### config.mk
export PLATFORM = sky130hd
export DESIGN_NAME = bus_region_ctrl
export DESIGN_NICKNAME = d
export VERILOG_FILES = /design/src/rtl/bus_pkg.sv /design/src/rtl/bus_wait_counter.sv /design/src/rtl/bus_region_ctrl.sv
export SDC_FILE = /design/constraint.sdc
export NUM_CORES = 1
export LEC_CHECK = 0
export CORE_MARGIN = 5
export CORE_UTILIZATION = 41
export DETAILED_ROUTE_END_ITERATION = 12
export PLACE_DENSITY = 0.76
export SKIP_LAST_GASP = 1
export SLEW_MARGIN = 5
export SYNTH_ARGS = -nofsm -noshare
export SYNTH_HDL_FRONTEND = slang
export SYNTH_SLANG_ARGS = --single-unit
### constraint.sdc
create_clock -name CLK -period 1.9 [get_ports CLK]
set_clock_uncertainty 0.05 [all_clocks]
set_input_delay 0.285 -clock CLK [delete_from_list [all_inputs] [get_ports CLK]]
set_output_delay 0.285 -clock CLK [all_outputs]
set_load 0.02 [all_outputs]
### src/rtl/bus_pkg.sv
// rtl/bus_pkg.sv - shared types and constants for the 8088 bus region controller
package bus_pkg;

   // Upper bound on decoded regions and width of a per-region wait-state count
   localparam int MAX_REGIONS = 8;
   localparam int WS_WIDTH    = 4;
   // Region descriptors hold addresses zero-extended to this width
   localparam int DESC_AW     = 32;

   // Bus cycle phases as seen from the controller
   typedef enum logic [1:0] {
      ST_IDLE   = 2'd0,
      ST_ADDR   = 2'd1,
      ST_WAIT   = 2'd2,
      ST_ACTIVE = 2'd3
   } state_t;

   // One decoded region: compare base/mask, memory-or-I/O space, wait states
   typedef struct packed {
      logic [DESC_AW-1:0]  base;
      logic [DESC_AW-1:0]  mask;
      logic                io;
      logic [WS_WIDTH-1:0] ws;
   } region_t;

   // A region responds when the masked address bits agree and the space matches
   function automatic logic region_match(input region_t r,
                                         input logic [DESC_AW-1:0] addr,
                                         input logic iom);
      return ((addr & r.mask) == (r.base & r.mask)) && (iom == r.io);
   endfunction

endpackage

### src/rtl/bus_wait_counter.sv
// rtl/bus_wait_counter.sv - loadable wait-state down-counter with done flag
module bus_wait_counter #(
   parameter int W = 4
) (
   input  logic         clk,
   input  logic         reset,
   input  logic         load,
   input  logic         dec,
   input  logic [W-1:0] load_value,
   output logic         done
);

   logic [W-1:0] count;

   // Load takes priority; decrement stops at zero so an idle counter stays put
   always_ff @(posedge clk) begin
      if (reset) begin
         count <= '0;
      end else if (load) begin
         count <= load_value;
      end else if (dec && (count != '0)) begin
         count <= count - 1'b1;
      end
   end

   // Done on the last wait clock so READY can be raised on that same edge
   assign done = (count == W'(1));

endmodule

### src/rtl/bus_region_ctrl.sv
// rtl/bus_region_ctrl.sv - 8088 address latch, region decode, wait-state and transceiver control
module bus_region_ctrl
   import bus_pkg::*;
#(
   parameter int NUM_REGIONS = 4,
   parameter int ADDR_WIDTH  = 20,
   parameter logic [NUM_REGIONS*ADDR_WIDTH-1:0] REGION_BASE =
      {20'h01C00, 20'h0FF00, 20'h80000, 20'h00000},
   parameter logic [NUM_REGIONS*ADDR_WIDTH-1:0] REGION_MASK =
      {20'h0FE00, 20'h0FFF0, 20'h80000, 20'h80000},
   parameter logic [NUM_REGIONS-1:0] REGION_IO = 4'b1100,
   parameter logic [NUM_REGIONS*WS_WIDTH-1:0] REGION_WS =
      {4'd3, 4'd1, 4'd2, 4'd0}
) (
   input  logic                   CLK,
   input  logic                   RESET,
   input  logic                   ALE,
   input  logic                   IOM,
   input  logic                   RD,
   input  logic                   WR,
   input  logic                   DTR,
   input  logic                   DEN,
   input  logic [7:0]             AD,
   input  logic [ADDR_WIDTH-9:0]  A,
   output logic [ADDR_WIDTH-1:0]  Address,
   output logic [NUM_REGIONS-1:0] CS,
   output logic                   READY,
   output logic                   XcvrToDev,
   output logic                   XcvrToCpu,
   output logic                   Unmapped,
   output logic [7:0]             ErrCount
);

   state_t                 state;
   state_t                 next_state;

   logic [ADDR_WIDTH-1:0]  addr_q;
   logic                   iom_q;
   logic [NUM_REGIONS-1:0] cs_q;
   logic                   ready_q;
   logic                   unmapped_q;
   logic [7:0]             err_q;

   logic [NUM_REGIONS-1:0] dec_cs;
   logic                   dec_hit;
   logic [WS_WIDTH-1:0]    dec_ws;

   logic                   strobe;
   logic                   latch_addr;
   logic                   capture_dec;
   logic                   cnt_load;
   logic                   cnt_dec;
   logic                   cnt_done;
   logic                   ready_clr;
   logic                   ready_set;
   logic                   err_inc;
   logic                   release_cycle;

   // Either active-low strobe starts the data phase
   assign strobe = ~RD | ~WR;

   // Decode the latched address; scanning from the top lets the lowest index win
   always_comb begin
      region_t r;
      r       = '0;
      dec_cs  = '0;
      dec_hit = 1'b0;
      dec_ws  = '0;
      for (int i = NUM_REGIONS - 1; i >= 0; i--) begin
         r.base = DESC_AW'(REGION_BASE[i*ADDR_WIDTH +: ADDR_WIDTH]);
         r.mask = DESC_AW'(REGION_MASK[i*ADDR_WIDTH +: ADDR_WIDTH]);
         r.io   = REGION_IO[i];
         r.ws   = REGION_WS[i*WS_WIDTH +: WS_WIDTH];
         if (region_match(r, DESC_AW'(addr_q), iom_q)) begin
            dec_cs    = '0;
            dec_cs[i] = 1'b1;
            dec_hit   = 1'b1;
            dec_ws    = r.ws;
         end
      end
   end

   // Bus-cycle state register
   always_ff @(posedge CLK) begin
      if (RESET) begin
         state <= ST_IDLE;
      end else begin
         state <= next_state;
      end
   end

   // Next-state and per-cycle control strobes
   always_comb begin
      next_state    = state;
      latch_addr    = 1'b0;
      capture_dec   = 1'b0;
      cnt_load      = 1'b0;
      cnt_dec       = 1'b0;
      ready_clr     = 1'b0;
      ready_set     = 1'b0;
      err_inc       = 1'b0;
      release_cycle = 1'b0;
      case (state)
         ST_IDLE: begin
            if (ALE) begin
               latch_addr = 1'b1;
               next_state = ST_ADDR;
            end
         end
         ST_ADDR: begin
            capture_dec = 1'b1;
            if (strobe) begin
               if (dec_hit && (dec_ws != '0)) begin
                  cnt_load   = 1'b1;
                  ready_clr  = 1'b1;
                  next_state = ST_WAIT;
               end else begin
                  err_inc    = ~dec_hit;
                  next_state = ST_ACTIVE;
               end
            end
         end
         ST_WAIT: begin
            // Counting runs to completion even if the strobe goes away early
            cnt_dec = 1'b1;
            if (cnt_done) begin
               ready_set  = 1'b1;
               next_state = ST_ACTIVE;
            end
         end
         ST_ACTIVE: begin
            // ALE arriving on the release edge is deliberately not captured
            if (RD && WR) begin
               release_cycle = 1'b1;
               next_state    = ST_IDLE;
            end
         end
         default: next_state = ST_IDLE;
      endcase
   end

   // Wait-state timer, loaded on the strobe edge of a slow region
   bus_wait_counter #(
      .W (WS_WIDTH)
   ) u_wait_counter (
      .clk        (CLK),
      .reset      (RESET),
      .load       (cnt_load),
      .dec        (cnt_dec),
      .load_value (dec_ws),
      .done       (cnt_done)
   );

   // Address latch, captured only when ALE starts a cycle from IDLE
   always_ff @(posedge CLK) begin
      if (RESET) begin
         addr_q <= '0;
         iom_q  <= 1'b0;
      end else if (latch_addr) begin
         addr_q <= {A, AD};
         iom_q  <= IOM;
      end
   end

   // Registered chip selects and unmapped flag, held until the cycle ends
   always_ff @(posedge CLK) begin
      if (RESET) begin
         cs_q       <= '0;
         unmapped_q <= 1'b0;
      end else if (release_cycle) begin
         cs_q       <= '0;
         unmapped_q <= 1'b0;
      end else if (capture_dec) begin
         cs_q       <= dec_cs;
         unmapped_q <= ~dec_hit;
      end
   end

   // READY drops on the strobe edge of a slow region and returns on the last wait clock
   always_ff @(posedge CLK) begin
      if (RESET) begin
         ready_q <= 1'b1;
      end else if (ready_clr) begin
         ready_q <= 1'b0;
      end else if (ready_set) begin
         ready_q <= 1'b1;
      end
   end

   // Saturating count of accesses that hit no region
   always_ff @(posedge CLK) begin
      if (RESET) begin
         err_q <= '0;
      end else if (err_inc && (err_q != 8'hFF)) begin
         err_q <= err_q + 8'd1;
      end
   end

   assign Address   = addr_q;
   assign CS        = cs_q;
   assign READY     = ready_q;
   assign Unmapped  = unmapped_q;
   assign ErrCount  = err_q;

   // Transceiver enables follow the CPU's DT/R and DEN directly
   assign XcvrToDev = DTR & ~DEN;
   assign XcvrToCpu = ~DTR & ~DEN;

endmodule

==> results of run 1 <==
[timing repair]
action | CTS | global route
buffers inserted | 0 | 5
endpoints found under the setup margin | 0 | 3
gates resized for setup | 0 | 5
[state kept, by name (all words and copies together), names as in the netlist]
| signal | count |
|---|---|
| CS | 4 |
| ErrCount | 8 |
| READY | 1 |
| u_wait_counter.count | 4 |
| iom_q | 1 |
| state | 2 |
| Address | 20 |
| Unmapped | 1 |
[power groups by stage]
stage | sequential [mW] | clock, mW | combinational, mW
2_1_floorplan | 1.20 | 0 | 0.541
3_3_place_gp | 1.07 | 0 | 1.11
3_5_place_dp | 1.07 | 0 | 1.14
4_1_cts | 1.05 | 0.592 | 1.14
5_1_grt | 1.08 | 0.626 | 1.32
6_report | 1.06 | 0.573 | 1.20
[kinds of logic (layout without fill, tap and decap cells)]
| family | count (synthesis) | in the layout | synth area share |
|---|---|---|---|
| compound gates | 41 | 41 | 0.128 |
| xor+xnor | 6 | 6 | 0.0279 |
| fa+ha+maj | 9 | 9 | 0.0599 |
| buf+inv | 17 | 102 | 0.0359 |
| flops | 41 | 41 | 0.436 |
| mux | 11 | 11 | 0.0605 |
| simple gates | 98 | 98 | 0.251 |
[critical path: cells and delay by family]
kind	cells	cell delay, ps
AND/OR/NAND/NOR	1	130
buffers and inverters	2	1080
[path summary, 6_finish.rpt]
kind                            slack, ps                        to                      from  cells past startpoint
worst min register to register        400  Address[18]$_SDFFE_PP0P_  Address[18]$_SDFFE_PP0P_                      2
worst max-delay path                   60                 XcvrToDev                       DTR                      3
worst max register to register         80  ErrCount[4]$_SDFFE_PP0P_     state[1]$_SDFFE_PP0P_                      7
worst min-delay path                  400  Address[18]$_SDFFE_PP0P_  Address[18]$_SDFFE_PP0P_                      2
[layout make-up]
class,count,area (um^2),area share
multi-input combinational,165,1050,0.367
timing repair buffer,87,811,0.283
inverter,8,30.0,0.0105
tap,52,65.1,0.0227
sequential,41,821,0.286
clock buffer,7,86.3,0.0301
[cell usage in the layout, fill, tap and decap left out, types with 3 or more instances in the layout]
cell and n:
nor2b_1 4, a21oi_1 26, nor2_1 20, nand3_1 5, clkbuf_8 6, o21ai_0 4
ha_1 8, clkdlybuf4s50_1 63, nand2_1 50, buf_4 24, dfxtp_1 41, xnor2_1 6
inv_1 7, nor3_1 3, mux2i_1 8
[routing by layer]
metal | vias to the layer above | wire (um)
met5 | - | 0
met4 | 0 | 48
met3 | 7 | 353
met2 | 46 | 2350
met1 | 833 | 2000
li1 | 922 | -
[through the flow]
| step | TNS [ps] | power, mW | hold slack, ps |
|---|---|---|---|
| floorplan | 0 | 1.74 | 371 |
| global placement | -228 | 2.18 | 391 |
| detailed placement | -479 | 2.21 | 396 |
| CTS | 0 | 2.79 | 406 |
| global route | -27.0 | 3.02 | 423 |
| finish | 0 | 2.83 | 404 |
==> reports/metrics.yaml, run 1 <==
outcome:
  outcome: "finished clean"
setup_path:
  crit_chain: "clkdlybuf4s50_1 -> nor2b_1 -> clkdlybuf4s50_1"
  slowest_delay_ps: 610
  arrival_ps: 1500
  worstSetupPathType: "input port to output port"
  cpMostUsedCell: "clkdlybuf4s50_1"
  crit_fanout: 2
  endpoint_kind: "output port"
  slowest_stage: "clkdlybuf4s50_1"
  cp-start-kind: "input port"
  required_ps: 1560
synth:
  synth_edf_count: 0
  seq_area_frac_synth: 0.436
  ys.flop_type: "dfxtp_1"
  async_flop_share: 0
  netlist_instances: 223
  syn_area_um2: 1880
  syn_avg_cell_area_um2: 8.43
  synth_top_cells_by_area: "dfxtp_1 (44%), nand2_1 (10%), a21oi_1 (6.9%), ha_1 (6.0%), mux2i_1 (4.3%)"
  synth_top_area_share: 0.436
  synth.distinct_cells: 41
  synthMostInstantiatedCell: "nand2_1"
  synth_seq_cells: 41
  syn_nets: 260
  ys_warn_count: 0
  synth_largest_area_cell: "dfxtp_1"
  synth_common_cells: "nand2_1 (50), dfxtp_1 (41), a21oi_1 (26), nor2_1 (20), ha_1 (9)"
sta:
  layout_setup_ws_ps: 64.8
  hold_viol_final: 0
  max-slew-margin-rel: 0.691
  tightest_slew_ps: 462
  period_needed_ps: 1840
  finalCritPeriodShare: 0.966
  rsz0062_at_grt: "yes"
  setup_viol: 0
  maxSlewViolCount: 0
  fmax_mhz: 545
place:
  placed_cells_incl_taps: 348
  placed_area_um2: 2710
  place_ws_ps: -159
  io_buffers: 63
  dp_hpwl_mm: 3.59
  gp_congestion: 0.789
grt:
  grt_pass1_wl_mm: 8.11
  met1_usage: 0.177
  globalRoute.totalOverflow: 0
  grt_pass1_vias: 1800
  grtUsageMet3: 0.0613
  grt_max_degree: 22
  gr-usage-met2: 0.293
  antenna_found_initial: 0
  grtUsageTotal: 0.163
  busiest_layer: "met2"
job:
  maxCapViolations: 0
die:
  ios: 64
  start_util: 0.426
  die_area_um2: 6040
  die-height_um: 77.7
  chipWidth_um: 77.7
  core_um2: 4410
  fp-row-count: 24
layout:
  post-route-cell-area_um2: 2870
  fill_cells: 381
  area_growth_pct: 52.4
  drive_gt1_frac: 0.143
  instances_no_fill: 360
  fin_nets: 345
  final_core_util: 0.649
  num_antenna_cells: 0
pwr:
  leakage_nw: 1.12
  irDropWorstVdd_uv: 685
  p_comb_frac: 0.424
  seqPwrFrac: 0.374
  p_sw_frac: 0.349
  p_per_area_nw_per_um2: 989
  p_switching_uw: 991
  p_int_mw: 1.84
  power_frac_clock: 0.202
drt:
  detail_route.wl_per_cell_um: 13.2
  ant_nets: 0
  routed_wl_mm: 4.75
  vias_per_cell: 5.02
  first_pass_iters: 4
  drc: 0
  drt-initial-drc-count: 54
  num_vias: 1808
clocking:
  cts_tree: "built"
  cts_sinks: 41
  ctsHtreeMaxLevel: 2
  cts_hold_buf: 0
  clkLatencyLatePin_ps: 290
  root_buffer: "clkbuf_8"
  clk_pin_slew_worst_paths_ps: 70
  numCtsBuffers: 5
  clockBufferDepth: 2
min_path:
  hp-class: "flip-flop to flip-flop"
Note: power is estimated with default switching activity, not from simulation.
==> inputs of run 2 (changes only) <==
--- a/config.mk
+++ b/config.mk
@@ -8,6 +8,7 @@
 export CORE_MARGIN = 5
 export CORE_UTILIZATION = 41
 export DETAILED_ROUTE_END_ITERATION = 12
+export HOLD_SLACK_MARGIN = 0.06
 export PLACE_DENSITY = 0.76
 export SKIP_LAST_GASP = 1
 export SLEW_MARGIN = 5
==> results of run 2 <==
Same layout as run 1: the final DEF is identical, and so are final timing and power.
==> inputs of run 3 (changes only) <==
--- a/config.mk
+++ b/config.mk
@@ -9,9 +9,11 @@
 export CORE_UTILIZATION = 41
 export DETAILED_ROUTE_END_ITERATION = 12
 export HOLD_SLACK_MARGIN = 0.06
-export PLACE_DENSITY = 0.76
+export PLACE_DENSITY = 0.75
 export SKIP_LAST_GASP = 1
-export SLEW_MARGIN = 5
+export SLEW_MARGIN = 10
 export SYNTH_ARGS = -nofsm -noshare
 export SYNTH_HDL_FRONTEND = slang
+export SYNTH_HIERARCHICAL = 1
 export SYNTH_SLANG_ARGS = --single-unit
+export TNS_END_PERCENT = 50
==> run 3 against run 2 <==
- the flow now finishes with violations (setup timing)
- global-route usage is 0.23 points higher
- count of clock-buffer cells in the layout stayed put
- critical path depth is 5 higher
- non-clock buffer count is 2 lower
- via count is 10% higher
- die area is 4.8% higher
- sequential power hardly changed
- combinational power is 4% higher
==> reports/metrics.yaml, run 3 <==
die:
  die-height_um: 79.6
  chipWidth_um: 79.6
  start_util: 0.420
  core_um2: 4720
  fp-row-count: 25
  ios: 64
  die_area_um2: 6330
clocking:
  ctsHtreeMaxLevel: 2
  root_buffer: "clkbuf_8"
  cts_sinks: 41
  clkLatencyLatePin_ps: 290
  numCtsBuffers: 5
  clk_pin_slew_worst_paths_ps: 80
  clockBufferDepth: 2
  cts_tree: "built"
grt:
  grt_pass1_wl_mm: 8.39
  grt_max_degree: 29
  grt_pass1_vias: 1877
  globalRoute.totalOverflow: 0
  grtUsageTotal: 0.165
  antenna_found_initial: 0
pwr:
  irDropWorstVdd_uv: 679
  leakage_nw: 1.12
  p_per_area_nw_per_um2: 1040
synth:
  synth_top_cells_by_area: "dfxtp_1 (41%), nand2_1 (10%), a21oi_1 (8.1%), ha_1 (5.0%), inv_1 (2.1%)"
  synth.distinct_cells: 50
  synth_seq_cells: 41
  synth_common_cells: "nand2_1 (54), dfxtp_1 (41), a21oi_1 (32), inv_1 (11), nor2_1 (11)"
  ys.flop_type: "dfxtp_1"
  netlist_instances: 238
  synth_top_area_share: 0.414
  async_flop_share: 0
  synthMostInstantiatedCell: "nand2_1"
  synth_edf_count: 0
  synth_largest_area_cell: "dfxtp_1"
  syn_area_um2: 1980
  syn_avg_cell_area_um2: 8.34
  ys_warn_count: 6
  seq_area_frac_synth: 0.414
drt:
  routed_wl_mm: 5.14
  detail_route.wl_per_cell_um: 13.2
  first_pass_iters: 4
  vias_per_cell: 5.12
  ant_nets: 0
  num_vias: 1992
  drt-initial-drc-count: 124
  drc: 0
setup_path:
  ff2ff_setup_slack_ps: -30
  timing.rr.start: "Address[9]$_SDFFE_PP0P_"
  arrival_ps: 2060
  slowest_delay_ps: 550
  required_ps: 2030
  worstSetupPathType: "flip-flop to flip-flop"
  cp-startpoint: "Address[9]$_SDFFE_PP0P_"
  endpoint_kind: "flip-flop"
  crit_chain: "or4_4 -> o31ai_4 -> a21oi_2 -> nor2_1 -> buf_4 -> nor3_1 -> and3_1 -> or3_1"
  cp-start-kind: "flip-flop"
  slowest_stage: "or4_4"
  crit_fanout: 6
sta:
  finalCritPeriodShare: 1.02
  period_needed_ps: 1930
  layout_setup_ws_ps: -32.2
  fmax_mhz: 518
  setup_viol: 1
  hold_viol_final: 0
  maxSlewViolCount: 0
  rsz0062_at_grt: "yes"
min_path:
  hp-class: "flip-flop to flip-flop"
  hp-start: "Address[18]$_SDFFE_PP0P_"
layout:
  num_antenna_cells: 0
  fin_nets: 357
  instances_no_fill: 389
  area_growth_pct: 49.6
  largest_reg_flops: 20
  layout_common_cells: "clkdlybuf4s50_1 (63), nand2_1 (54), dfxtp_1 (37)"
  drive_gt1_frac: 0.152
  final_common_cell: "clkdlybuf4s50_1"
job:
  maxCapViolations: 0
outcome:
  outcome: "finished, violations left"
  violations: "setup timing"
place:
  io_buffers: 63
  place_ws_ps: -66.1
  gp_congestion: 0.778
  placed_cells_incl_taps: 379
  dp_hpwl_mm: 3.63
==> run 3: cell count changes in the layout (fill, tap and decap cells not counted), moves of 4 or more <==
cell	previous run	this run
a21oi_1	26	31
or4_1	1	5
inv_1	7	11
xnor2_1	6	0
nor2_1	20	11
o31ai_1	0	4
dfxtp_1	41	37
nand2_1	50	54
mux2i_1	8	2
==> run 3: metrics by stage <==
| stage | power (mW) | instance area [um^2] | TNS, ps | utilization | hold WS, ps |
|---|---|---|---|---|---|
| floorplan | 1.80 | 2010 | -392 | - | 314 |
| global placement | 2.31 | 2830 | -67.1 | 0.598 | 392 |
| detailed placement | 2.33 | 2830 | -208 | 0.598 | 400 |
| CTS | 3.07 | 2950 | -65.3 | 0.624 | 412 |
| global route | 3.26 | 2970 | -557 | 0.628 | 426 |
| finish | 3.07 | 2970 | -32.2 | 0.628 | 407 |
==> run 3: final timing paths <==
kind	end	cells past startpoint
max	u_wait_counter/count[0]$_SDFFE_PP0P_	8
min	Address[18]$_SDFFE_PP0P_	2
max reg2reg	u_wait_counter/count[0]$_SDFFE_PP0P_	8
min reg2reg	Address[18]$_SDFFE_PP0P_	2
==> run 3: cell type report <==
class                           count  area, um^2
Clock buffer                        7        86.3
Sequential cell                    41         828
Tap cell                           67        83.8
Inverter                           11        41.3
Fill cell                         421        1760
Timing Repair Buffer               85         808
Clock inverter                      1        30.0
Multi-Input combinational cell    177        1090
==> run 3: cell families after synthesis <==
group                    Yosys count  share of synthesized area
AO/OA/AOI/OAI                     57                      0.195
adder cells (fa/ha/maj)            8                     0.0504
buffers and inverters             22                     0.0530
flip-flops                        41                      0.414
multiplexers                       4                     0.0233
other                              1                    0.00189
AND/OR/NAND/NOR                  105                      0.262
==> run 3: timing repair <==
item	in CTS	in global routing
hold buffers	0	0
setup endpoints to repair	3	12
gates resized for setup	0	1
cloned	0	1
pin swaps	5	7
buffers inserted	1	0
==> run 3: worst max-delay path, delay by kind of cell (launching register included) <==
| kind | cells | cell delay, ps |
|---|---|---|
| AO/OA/AOI/OAI | 2 | 170 |
| buffers and inverters | 1 | 140 |
| flip-flops | 1 | 320 |
| AND/OR/NAND/NOR | 5 | 1130 |
==> run 3: power breakdown <==
group	internal [mW]	total [mW]	leakage (nW)	switching, mW
clock	0.429	0.736	0.0585	0.307
sequential	0.986	1.09	0.336	0.102
combinational	0.588	1.25	0.727	0.662
total	2.00	3.07	1.12	1.07
==> run 3: per-layer routing <==
metal / vias up / share of wire / GRT usage
met1: 922 / 0.44 / 0.194
met2: 56 / 0.48 / 0.278
met3: 9 / 0.053 / 0.0395
met5: - / 0 / 0
met4: 0 / 0.020 / 0.0859
li1: 1005 / - / -
